--- src/rtl/rs_issue_queue.sv ---
// rtl/rs_issue_queue.sv - reservation-station issue queue with CDB wakeup and registered issue port
module rs_issue_queue #(
    parameter int RS_NUM = 4,
    parameter int RS_SEL = 2,
    parameter int DATA_W = 32,
    parameter int TAG_W  = 6,
    parameter int OP_W   = 6
) (
    input  logic              i_clk,
    input  logic              i_rst_n,
    input  logic              i_flush,
    input  logic              i_dispatch_vld,
    output logic              o_dispatch_rdy,
    input  logic [OP_W-1:0]   i_dispatch_op,
    input  logic [TAG_W-1:0]  i_dispatch_dst_tag,
    input  logic              i_dispatch_src1_rdy,
    input  logic [TAG_W-1:0]  i_dispatch_src1_tag,
    input  logic [DATA_W-1:0] i_dispatch_src1_data,
    input  logic              i_dispatch_src2_rdy,
    input  logic [TAG_W-1:0]  i_dispatch_src2_tag,
    input  logic [DATA_W-1:0] i_dispatch_src2_data,
    input  logic              i_cdb_vld,
    input  logic [TAG_W-1:0]  i_cdb_tag,
    input  logic [DATA_W-1:0] i_cdb_data,
    output logic [RS_NUM-1:0] o_req,
    input  logic              i_ack_vld,
    input  logic [RS_SEL-1:0] i_ack,
    input  logic              i_fu_rdy,
    output logic              o_issue_vld,
    output logic [OP_W-1:0]   o_issue_op,
    output logic [TAG_W-1:0]  o_issue_dst_tag,
    output logic [DATA_W-1:0] o_issue_src1_data,
    output logic [DATA_W-1:0] o_issue_src2_data
);

    logic [RS_NUM-1:0] valid_q, valid_d;
    logic [RS_NUM-1:0] src1_rdy_q, src1_rdy_d;
    logic [RS_NUM-1:0] src2_rdy_q, src2_rdy_d;
    logic [OP_W-1:0]   op_q        [RS_NUM];
    logic [OP_W-1:0]   op_d        [RS_NUM];
    logic [TAG_W-1:0]  dst_tag_q   [RS_NUM];
    logic [TAG_W-1:0]  dst_tag_d   [RS_NUM];
    logic [TAG_W-1:0]  src1_tag_q  [RS_NUM];
    logic [TAG_W-1:0]  src1_tag_d  [RS_NUM];
    logic [TAG_W-1:0]  src2_tag_q  [RS_NUM];
    logic [TAG_W-1:0]  src2_tag_d  [RS_NUM];
    logic [DATA_W-1:0] src1_data_q [RS_NUM];
    logic [DATA_W-1:0] src1_data_d [RS_NUM];
    logic [DATA_W-1:0] src2_data_q [RS_NUM];
    logic [DATA_W-1:0] src2_data_d [RS_NUM];

    logic              issue_vld_q, issue_vld_d;
    logic [OP_W-1:0]   issue_op_q, issue_op_d;
    logic [TAG_W-1:0]  issue_dst_tag_q, issue_dst_tag_d;
    logic [DATA_W-1:0] issue_src1_data_q, issue_src1_data_d;
    logic [DATA_W-1:0] issue_src2_data_q, issue_src2_data_d;

    logic [RS_SEL-1:0] alloc_idx;
    logic              alloc_found;
    logic              dispatch_fire;
    logic              issue_fire;

    // Lowest-index free slot, taken from the registered valid vector so a slot freed by issue waits a cycle
    always_comb begin
        alloc_idx   = '0;
        alloc_found = 1'b0;
        for (int i = 0; i < RS_NUM; i++) begin
            if (!valid_q[i] && !alloc_found) begin
                alloc_idx   = RS_SEL'(i);
                alloc_found = 1'b1;
            end
        end
    end

    assign o_dispatch_rdy    = alloc_found;
    assign o_req             = valid_q & src1_rdy_q & src2_rdy_q;
    assign dispatch_fire     = i_dispatch_vld & o_dispatch_rdy;
    assign issue_fire        = i_ack_vld & i_fu_rdy & o_req[i_ack];

    assign o_issue_vld       = issue_vld_q;
    assign o_issue_op        = issue_op_q;
    assign o_issue_dst_tag   = issue_dst_tag_q;
    assign o_issue_src1_data = issue_src1_data_q;
    assign o_issue_src2_data = issue_src2_data_q;

    // Next state: wakeup, then issue, then dispatch into a free slot; flush overrides everything
    always_comb begin
        valid_d           = valid_q;
        src1_rdy_d        = src1_rdy_q;
        src2_rdy_d        = src2_rdy_q;
        op_d              = op_q;
        dst_tag_d         = dst_tag_q;
        src1_tag_d        = src1_tag_q;
        src2_tag_d        = src2_tag_q;
        src1_data_d       = src1_data_q;
        src2_data_d       = src2_data_q;
        issue_vld_d       = 1'b0;
        issue_op_d        = issue_op_q;
        issue_dst_tag_d   = issue_dst_tag_q;
        issue_src1_data_d = issue_src1_data_q;
        issue_src2_data_d = issue_src2_data_q;

        for (int i = 0; i < RS_NUM; i++) begin
            if (valid_q[i] && i_cdb_vld) begin
                if (!src1_rdy_q[i] && (src1_tag_q[i] == i_cdb_tag)) begin
                    src1_rdy_d[i]  = 1'b1;
                    src1_data_d[i] = i_cdb_data;
                end
                if (!src2_rdy_q[i] && (src2_tag_q[i] == i_cdb_tag)) begin
                    src2_rdy_d[i]  = 1'b1;
                    src2_data_d[i] = i_cdb_data;
                end
            end
        end

        // Issue reads registered payload; a requesting entry has no waiting source to wake
        if (issue_fire) begin
            issue_vld_d       = 1'b1;
            issue_op_d        = op_q[i_ack];
            issue_dst_tag_d   = dst_tag_q[i_ack];
            issue_src1_data_d = src1_data_q[i_ack];
            issue_src2_data_d = src2_data_q[i_ack];
            valid_d[i_ack]    = 1'b0;
        end

        // Waiting sources keep CDB data as filler; it is overwritten on wakeup
        if (dispatch_fire) begin
            valid_d[alloc_idx]     = 1'b1;
            op_d[alloc_idx]        = i_dispatch_op;
            dst_tag_d[alloc_idx]   = i_dispatch_dst_tag;
            src1_rdy_d[alloc_idx]  = i_dispatch_src1_rdy | (i_cdb_vld & (i_cdb_tag == i_dispatch_src1_tag));
            src1_tag_d[alloc_idx]  = i_dispatch_src1_tag;
            src1_data_d[alloc_idx] = i_dispatch_src1_rdy ? i_dispatch_src1_data : i_cdb_data;
            src2_rdy_d[alloc_idx]  = i_dispatch_src2_rdy | (i_cdb_vld & (i_cdb_tag == i_dispatch_src2_tag));
            src2_tag_d[alloc_idx]  = i_dispatch_src2_tag;
            src2_data_d[alloc_idx] = i_dispatch_src2_rdy ? i_dispatch_src2_data : i_cdb_data;
        end

        if (i_flush) begin
            valid_d           = '0;
            issue_vld_d       = 1'b0;
            issue_op_d        = '0;
            issue_dst_tag_d   = '0;
            issue_src1_data_d = '0;
            issue_src2_data_d = '0;
        end
    end

    // Control state and issue register; reset empties the queue and zeroes the issue port
    always_ff @(posedge i_clk) begin
        if (!i_rst_n) begin
            valid_q           <= '0;
            src1_rdy_q        <= '0;
            src2_rdy_q        <= '0;
            issue_vld_q       <= 1'b0;
            issue_op_q        <= '0;
            issue_dst_tag_q   <= '0;
            issue_src1_data_q <= '0;
            issue_src2_data_q <= '0;
        end else begin
            valid_q           <= valid_d;
            src1_rdy_q        <= src1_rdy_d;
            src2_rdy_q        <= src2_rdy_d;
            issue_vld_q       <= issue_vld_d;
            issue_op_q        <= issue_op_d;
            issue_dst_tag_q   <= issue_dst_tag_d;
            issue_src1_data_q <= issue_src1_data_d;
            issue_src2_data_q <= issue_src2_data_d;
        end
    end

    // Entry payload; only meaningful while the entry's valid bit is set
    always_ff @(posedge i_clk) begin
        op_q        <= op_d;
        dst_tag_q   <= dst_tag_d;
        src1_tag_q  <= src1_tag_d;
        src2_tag_q  <= src2_tag_d;
        src1_data_q <= src1_data_d;
        src2_data_q <= src2_data_d;
    end

endmodule
--- config.mk ---
export PLATFORM = sky130hd
export DESIGN_NAME = rs_issue_queue
export DESIGN_NICKNAME = d
export VERILOG_FILES = /design/src/rtl/rs_issue_queue.sv
export SDC_FILE = /design/constraint.sdc
export NUM_CORES = 1
export LEC_CHECK = 0
export ABC_AREA = 1
export BUFFER_PORTS_ARGS = -buffer_cell sky130_fd_sc_hd__buf_2
export CAP_MARGIN = 20
export CORE_MARGIN = 5
export CORE_UTILIZATION = 45
export DETAILED_ROUTE_END_ITERATION = 10
export GPL_TIMING_DRIVEN = 0
export PLACE_DENSITY_LB_ADDON = 0.05
export SYNTH_ARGS = -nofsm -noshare
export SYNTH_HDL_FRONTEND = slang
export SYNTH_SLANG_ARGS = --single-unit
--- constraint.sdc ---
create_clock -name i_clk -period 3.1 [get_ports i_clk]
set_input_delay 0 -clock i_clk [delete_from_list [all_inputs] [get_ports i_clk]]
set_output_delay 0 -clock i_clk [all_outputs]
set_load 0.02 [all_outputs]
-- Word-level counts from Yosys, hierarchy flattened
Cells that the tools add are included.
W data, S select, Z words.
- order comparisons: 7
- eq/ne operators: 10
- bitwise operators: 15
- reduce and logical (&&, ||, !) cells: 32
- mux-type cells: 78
- operators with widths (cell ; count):
    $mux W32 ; 23
    $bwmux W128 ; 2
    $mux W128 ; 2
    $bmux W32 S2 ; 2
    $bwmux W24 ; 4
    $demux W32 S2 ; 1
    $eq A6 B6 Y1 ; 10
    $mux W6 ; 5
    $mux W1 ; 25
    $bmux W6 S2 ; 2
    $logic_and A1 B1 Y1 ; 18
    $mux W4 ; 4
    $logic_not A1 Y1 ; 13
    $and A4 B4 Y4 ; 3
    $demux W6 S2 ; 1
    $bwmux W4 ; 2
    $ge A3 B3 Y1 const B ; 2
    $lt A2 B3 Y1 const B ; 2
    $not A2 Y3 ; 2
    $and A1 B1 Y1 ; 5
    $demux W1 S2 ; 2
    $ge A2 B1 Y1 const B ; 2
    $mux W2 ; 2
    $not A4 Y4 ; 1
    6 further kinds ; 7
- input bits: 137
- output and inout bits: 82
- word-level logic and storage cells: 174
- flip-flop bits (word level): 441

-- Logic depth before layout (Yosys ltp)
- depth after elaboration: 16
- gate-level depth with buffers: 13
- gate-level depth less buffers: 10

-- Worst setup path after synthesis
No wires, ideal clock.
- path type: register to register
- start point: register valid_q[0]
- end point: register dst_tag_q[12] in the netlist's numbering, enable pin
- period minus slack after synthesis: 2236 ps
- path buffers: 1
- data arrival time: 1839 ps
- path slack: 864 ps
- stages on the path, launching flop included: 5
- setup time: 397 ps
- data required time: 2703 ps
- cells stage by stage: dfxtp_1 nand4_1 nand2_1 nor2_1 clkbuf_1
- cells in the longest elaborated chain, start to end: 9
- elaborated cells between the ends (all ways): 10
- those cells by class: 4 x mux; 1 x bitwise; 5 x reduce/logical
- ends and longest elaborated chain (item ; RTL line ; text):
    start: declaration ; 36 ; logic [RS_NUM-1:0] valid_q, valid_d;
    start signal: assignment ; 161 ; valid_q <= valid_d;
    $mux W1 / $logic_and A1 B1 Y1 (equally long branches) ; 68 ; if (!valid_q[i] && !alloc_found) begin
    $mux W1 (*) ; 68 ;
    $logic_not A1 Y1 ; 68 ;
    $logic_and A1 B1 Y1 ; 68 ;
    $mux W1 (*) ; 68 ;
    $logic_not A1 Y1 ; 68 ;
    $logic_and A1 B1 Y1 ; 68 ;
    $mux W1 (*) ; 68 ;
    named net o_dispatch_rdy ; 13 ; output logic o_dispatch_rdy,
    $and A1 B1 Y1 (*) ; 77 ; assign dispatch_fire = i_dispatch_vld & o_dispatch_rdy;
    end signal: assignment ; 175 ; dst_tag_q <= dst_tag_d;
    end: declaration ; 41 ; logic [TAG_W-1:0] dst_tag_q [RS_NUM];
The timed path passes the listed nets; every way through them passes the cells marked *.
A chain may end at the register's enable or synchronous reset.

==> results list <==
* Outcome: complete, no violations
- Min Clock Period, post-route: approximately 2.8 ns
* Number of design-rule violations left by the first detailed-router iteration: 2924
* Grt met2 use: 52.9%
* Total iterations of the first detailed-routing run: 6
- In this run, placement finished with an instance count of 4112.
- Entering global routing, the biggest net connects 34 pins.
- Standard cell area after detailed placement: 24300 um^2
- Relative slew margins: 30.9%
* Cells after Synth: 3228
* Initial antenna violation count: 0
- Final net count: 3784
* Top Ports: 219
* Final Cell Area: approximately 27000 um^2
- Net switching power: ~4.2 mW
- Post-synthesis register bit count: 441
* Number of remaining DRC errors: 0
* Final setup TNS: 0 ns
- The layer flagged by global routing as most heavily used is met2.
* Remaining antenna violation count after routing: 0
- Wire length per cell: 21.7 um
- In this run, flip-flops and latches consume between 40% and 50% of the power.
- Area of combinational cells with multiple inputs: about 10000 um^2
- Data on the critical path is required at its endpoint by 3.60 ns.
* Actual transition at the worst max-transition pin: 1.04 ns
* Overall die width: 232 um
- Internal power consumption: between 10 and 15 mW
- Power, Total: 14.9 mW
- Compared with the post-synthesis result, the final layout area differs by 23.0%.
- Synth cell types: 34
- The endpoint identified for the worst register-to-register timing path is src1_data_q[55]$_DFF_P_.
* Skew final: between 0.02 and 0.025 ns
- Post-CTS setup repair buffer count: 0
- Asr flop ratio synth: 0%
- Cell area power density: 546 nW/um^2
- The routed layout has 24.1k vias.
* CP Data Arrival Time: 3.29 ns
- In this run the static leakage power is 13.3 nW.
* Quantity of I/O buffers inserted on ports: 214
* Largest fanout of any net on the critical path: 10
- The slowest stage of the critical path is the sky130_fd_sc_hd__dlygate4sd3_1 cell.
* Placeable core region: 49000 um^2
* Clock tree root driver cell: sky130_fd_sc_hd__clkbuf_16
* Worst setup path category: flop to flop
* Peak clock frequency supported by timing: about 360 MHz
- The tool flagged a number of max-cap violations equal to 0.
- Clock-pin slew on the worst setup and hold paths: 0.06 ns
* CTS tree: built
- Among all flip-flop cells after synthesis, the most frequent one is sky130_fd_sc_hd__dfxtp_1.
- Die height: 232 um
- Number of flops mapped to enable cells by yosys: 96
* Period Utilization, post-route: 90.2%
- The path with the worst hold slack has its endpoint at src1_data_q[66]$_DFF_P_.
- Number of cells on the worst hold path: 7
- CTS sink count: 441
- In this run switching power makes up 28.2% of total power.
- In the global route stage, met3 resource usage came out at 6.40%.
- Across the VDD grid, the largest voltage drop is 0.506 mV.
- Top library cells by usage in the layout, fill and taps aside: 1060 x sky130_fd_sc_hd__nand2_1, 467 x sky130_fd_sc_hd__nand3_1, 362 x sky130_fd_sc_hd__inv_1
* Global placer's final weighted congestion: about 0.96
* Final Hold Viols: 0
- The worst hold path begins at i_cdb_tag[5].
- The wire-length estimate of the detail-placed layout is 65200 um.
- Setup violations remaining at the end of the flow were counted as 0.
* Avg Inst Size Synth: 6.89 um^2
- In this run the critical register-to-register path is launched from valid_q[2]$_SDFF_PP0_.
- Via-to-Cell Ratio: 5.53
- Global routing met1 resource utilization: 45.3%
- Final count of pins violating max slew: 0
- Maximum level of the CTS H-tree: 2
* Yosys warnings: 0
* R2R Setup Slk: between 0.3 and 0.4 ns
* Number of CTS-inserted buffers: 51
- Leaving out fill and tap cells, the most frequent cell in the layout is sky130_fd_sc_hd__nand2_1.
- Summed over all layers, the routed wires come to between 90000 and 100000 um.
* Fraction of the yosys area taken by sequential cells: 44.0%
- Startpoint class of the critical path: flop
* Clock power share: 40.4%
- Worst hold path class: input port to flop
- Total Routing Usage GR: 33.6%
- Global-route wire length before repair: 139000 um
- Depth of the most critical reg-to-reg path: 11
* Post-Synthesis Cell Area: 22200 um^2
- Logic gate share of total power: 15.8%
- The finished layout holds roughly 4.4k standard cells, fillers aside.
* Die Outline Area: 54000 um^2
- By instance count, the cell type seen most on the critical path is sky130_fd_sc_hd__nand2_1.
- Synthesized netlist net count: 3365
- Via count of the first global-routing pass: 22.7k
- Share of cells above drive strength 1: around an eighth
* Starting utilization of the core area: 45.4%
- Setup repair after global routing left no endpoint under its margin.
- On the worst path, the slowest cell contributes a delay of 0.57 ns.
- Seq. cell area: 9790 um^2
- Counting along the longest clock path gives a buffer depth of 3.
- The critical path goes through nand2_1 > inv_1 > nand3_1 > nor2_4 > nand3_2 > buf_6 > nand2_1 > nand3_1 > nand2_1 > dlygate4sd3_1 > inv_1.
* Worst-skew pair later-pin latency: 0.62 ns
* Remaining global-route overflow: 0
- Filler cells: about 4.9k
- Core Rows: 81
- Worst setup EP type: flop
cells in the mapped netlist (3+ instances only):
cell type                  count  area (um^2)
sky130_fd_sc_hd__nand2_1    1060         3980
sky130_fd_sc_hd__nand3_1     467         2340
sky130_fd_sc_hd__inv_1       362         1360
sky130_fd_sc_hd__dfxtp_1     345         6910
sky130_fd_sc_hd__nor2_1      185          694
sky130_fd_sc_hd__nand4_1     146          913
sky130_fd_sc_hd__edfxtp_1     96         2880
sky130_fd_sc_hd__buf_2        85          425
sky130_fd_sc_hd__clkbuf_1     84          315
sky130_fd_sc_hd__a21oi_1      79          395
sky130_fd_sc_hd__o21ai_0      76          380
sky130_fd_sc_hd__o22ai_1      65          407
sky130_fd_sc_hd__or2_2        42          263
sky130_fd_sc_hd__xnor2_1      26          228
sky130_fd_sc_hd__buf_1        25         93.8
sky130_fd_sc_hd__buf_6        15          169
sky130_fd_sc_hd__inv_2        10         37.5
sky130_fd_sc_hd__nor2_2        8         50.1
sky130_fd_sc_hd__xor2_1        8         70.1
sky130_fd_sc_hd__a22oi_1       6         45.0
sky130_fd_sc_hd__and3_1        6         37.5
sky130_fd_sc_hd__nor2_4        6         67.6
sky130_fd_sc_hd__buf_4         5         37.5
sky130_fd_sc_hd__nand2_2       4         25.0
sky130_fd_sc_hd__a21oi_2       3         26.3
sky130_fd_sc_hd__clkinv_1      3         11.3
registers in the layout, summed over array words and instances (netlist names):
| register | count |
|---|---|
| src1_data_q | 128 |
| src2_data_q | 128 |
| o_issue_src1_data | 32 |
| o_issue_src2_data | 32 |
| dst_tag_q | 24 |
| op_q | 24 |
| src1_tag_q | 24 |
| src2_tag_q | 24 |
| o_issue_dst_tag | 6 |
| o_issue_op | 6 |
| src1_rdy_q | 4 |
| src2_rdy_q | 4 |
| valid_q | 4 |
| o_issue_vld | 1 |
per-stage QoR:
step / util [%] / worst slack [ns] / hold slack (ns)
2_1_floorplan: - / 0.864 / 0.0989
3_3_place_gp: 49.3 / -0.294 / 0.212
3_5_place_dp: 49.5 / 0.555 / 0.216
4_1_cts: 55.9 / 0.268 / 0.0185
5_1_grt: 55.9 / 0.238 / 0.0734
6_report: 55.9 / 0.304 / 0.0423
worst max path at each step:
stage	from	to	slack, ns
after CTS	valid_q[2]$_SDFF_PP0_	src1_data_q[61]$_DFF_P_	0.27
after floorplan	valid_q[0]$_SDFF_PP0_	dst_tag_q[12]$_DFFE_PP_	0.86
final	valid_q[2]$_SDFF_PP0_	src1_data_q[55]$_DFF_P_	0.30
after global routing	valid_q[2]$_SDFF_PP0_	src1_data_q[55]$_DFF_P_	0.24
after detailed placement	valid_q[0]$_SDFF_PP0_	op_q[8]$_DFFE_PP_	0.55
after global placement	valid_q[0]$_SDFF_PP0_	src2_tag_q[16]$_DFFE_PP_	-0.29
metal layers:
metal,share of wire (%),up-vias
met4,4.7,0
met1,41,11200
met2,44,1341
met5,0,-
li1,-,11200
met3,10,245
worst max-delay path: cells and delay by family, from the launching register on:
| kind | cells | cell delay [ns] |
|---|---|---|
| AND/OR/NAND/NOR | 7 | 1.21 |
| buffers and inverters | 4 | 1.04 |
| flip-flops | 1 | 0.42 |
final cells by class:
class / count / area share (%)
flip-flops and latches: 441 / 35.8
inverters: 375 / 5.14
clock buffers: 82 / 5.57
diodes: 1 / 0.00914
plain buffers: 214 / 3.82
repair buffers: 366 / 9.64
well taps: 664 / 3.04
multi-input cells: 2198 / 36.6
clock inverters: 11 / 0.439
power by group through the flow:
| stage | clock (mW) | sequential [mW] | combinational (mW) |
|---|---|---|---|
| 2_1_floorplan | 0 | 6.65 | 1.41 |
| 3_3_place_gp | 0 | 6.66 | 2.07 |
| 3_5_place_dp | 0 | 6.67 | 2.12 |
| 4_1_cts | 6.08 | 6.55 | 2.29 |
| 5_1_grt | 6.32 | 6.59 | 2.60 |
| 6_report | 6.03 | 6.56 | 2.36 |
timing repair:
| action | 4_1_cts | 5_1_grt |
|---|---|---|
| resized for setup | 0 | 1 |
| hold buffers | 146 | 0 |
| hold endpoints to repair | 355 | 0 |
| endpoints found under the setup margin | 0 | 1 |
logic make-up after synthesis:
| kind of cell | after synthesis | share of synthesized area (%) |
|---|---|---|
| XOR/XNOR | 34 | 1.34 |
| AO/OA/AOI/OAI | 234 | 5.82 |
| AND/OR/NAND/NOR | 1930 | 37.8 |
| buffers and inverters | 589 | 11.0 |
| flip-flops | 441 | 44.0 |
Power figures use the tool's default switching activity.
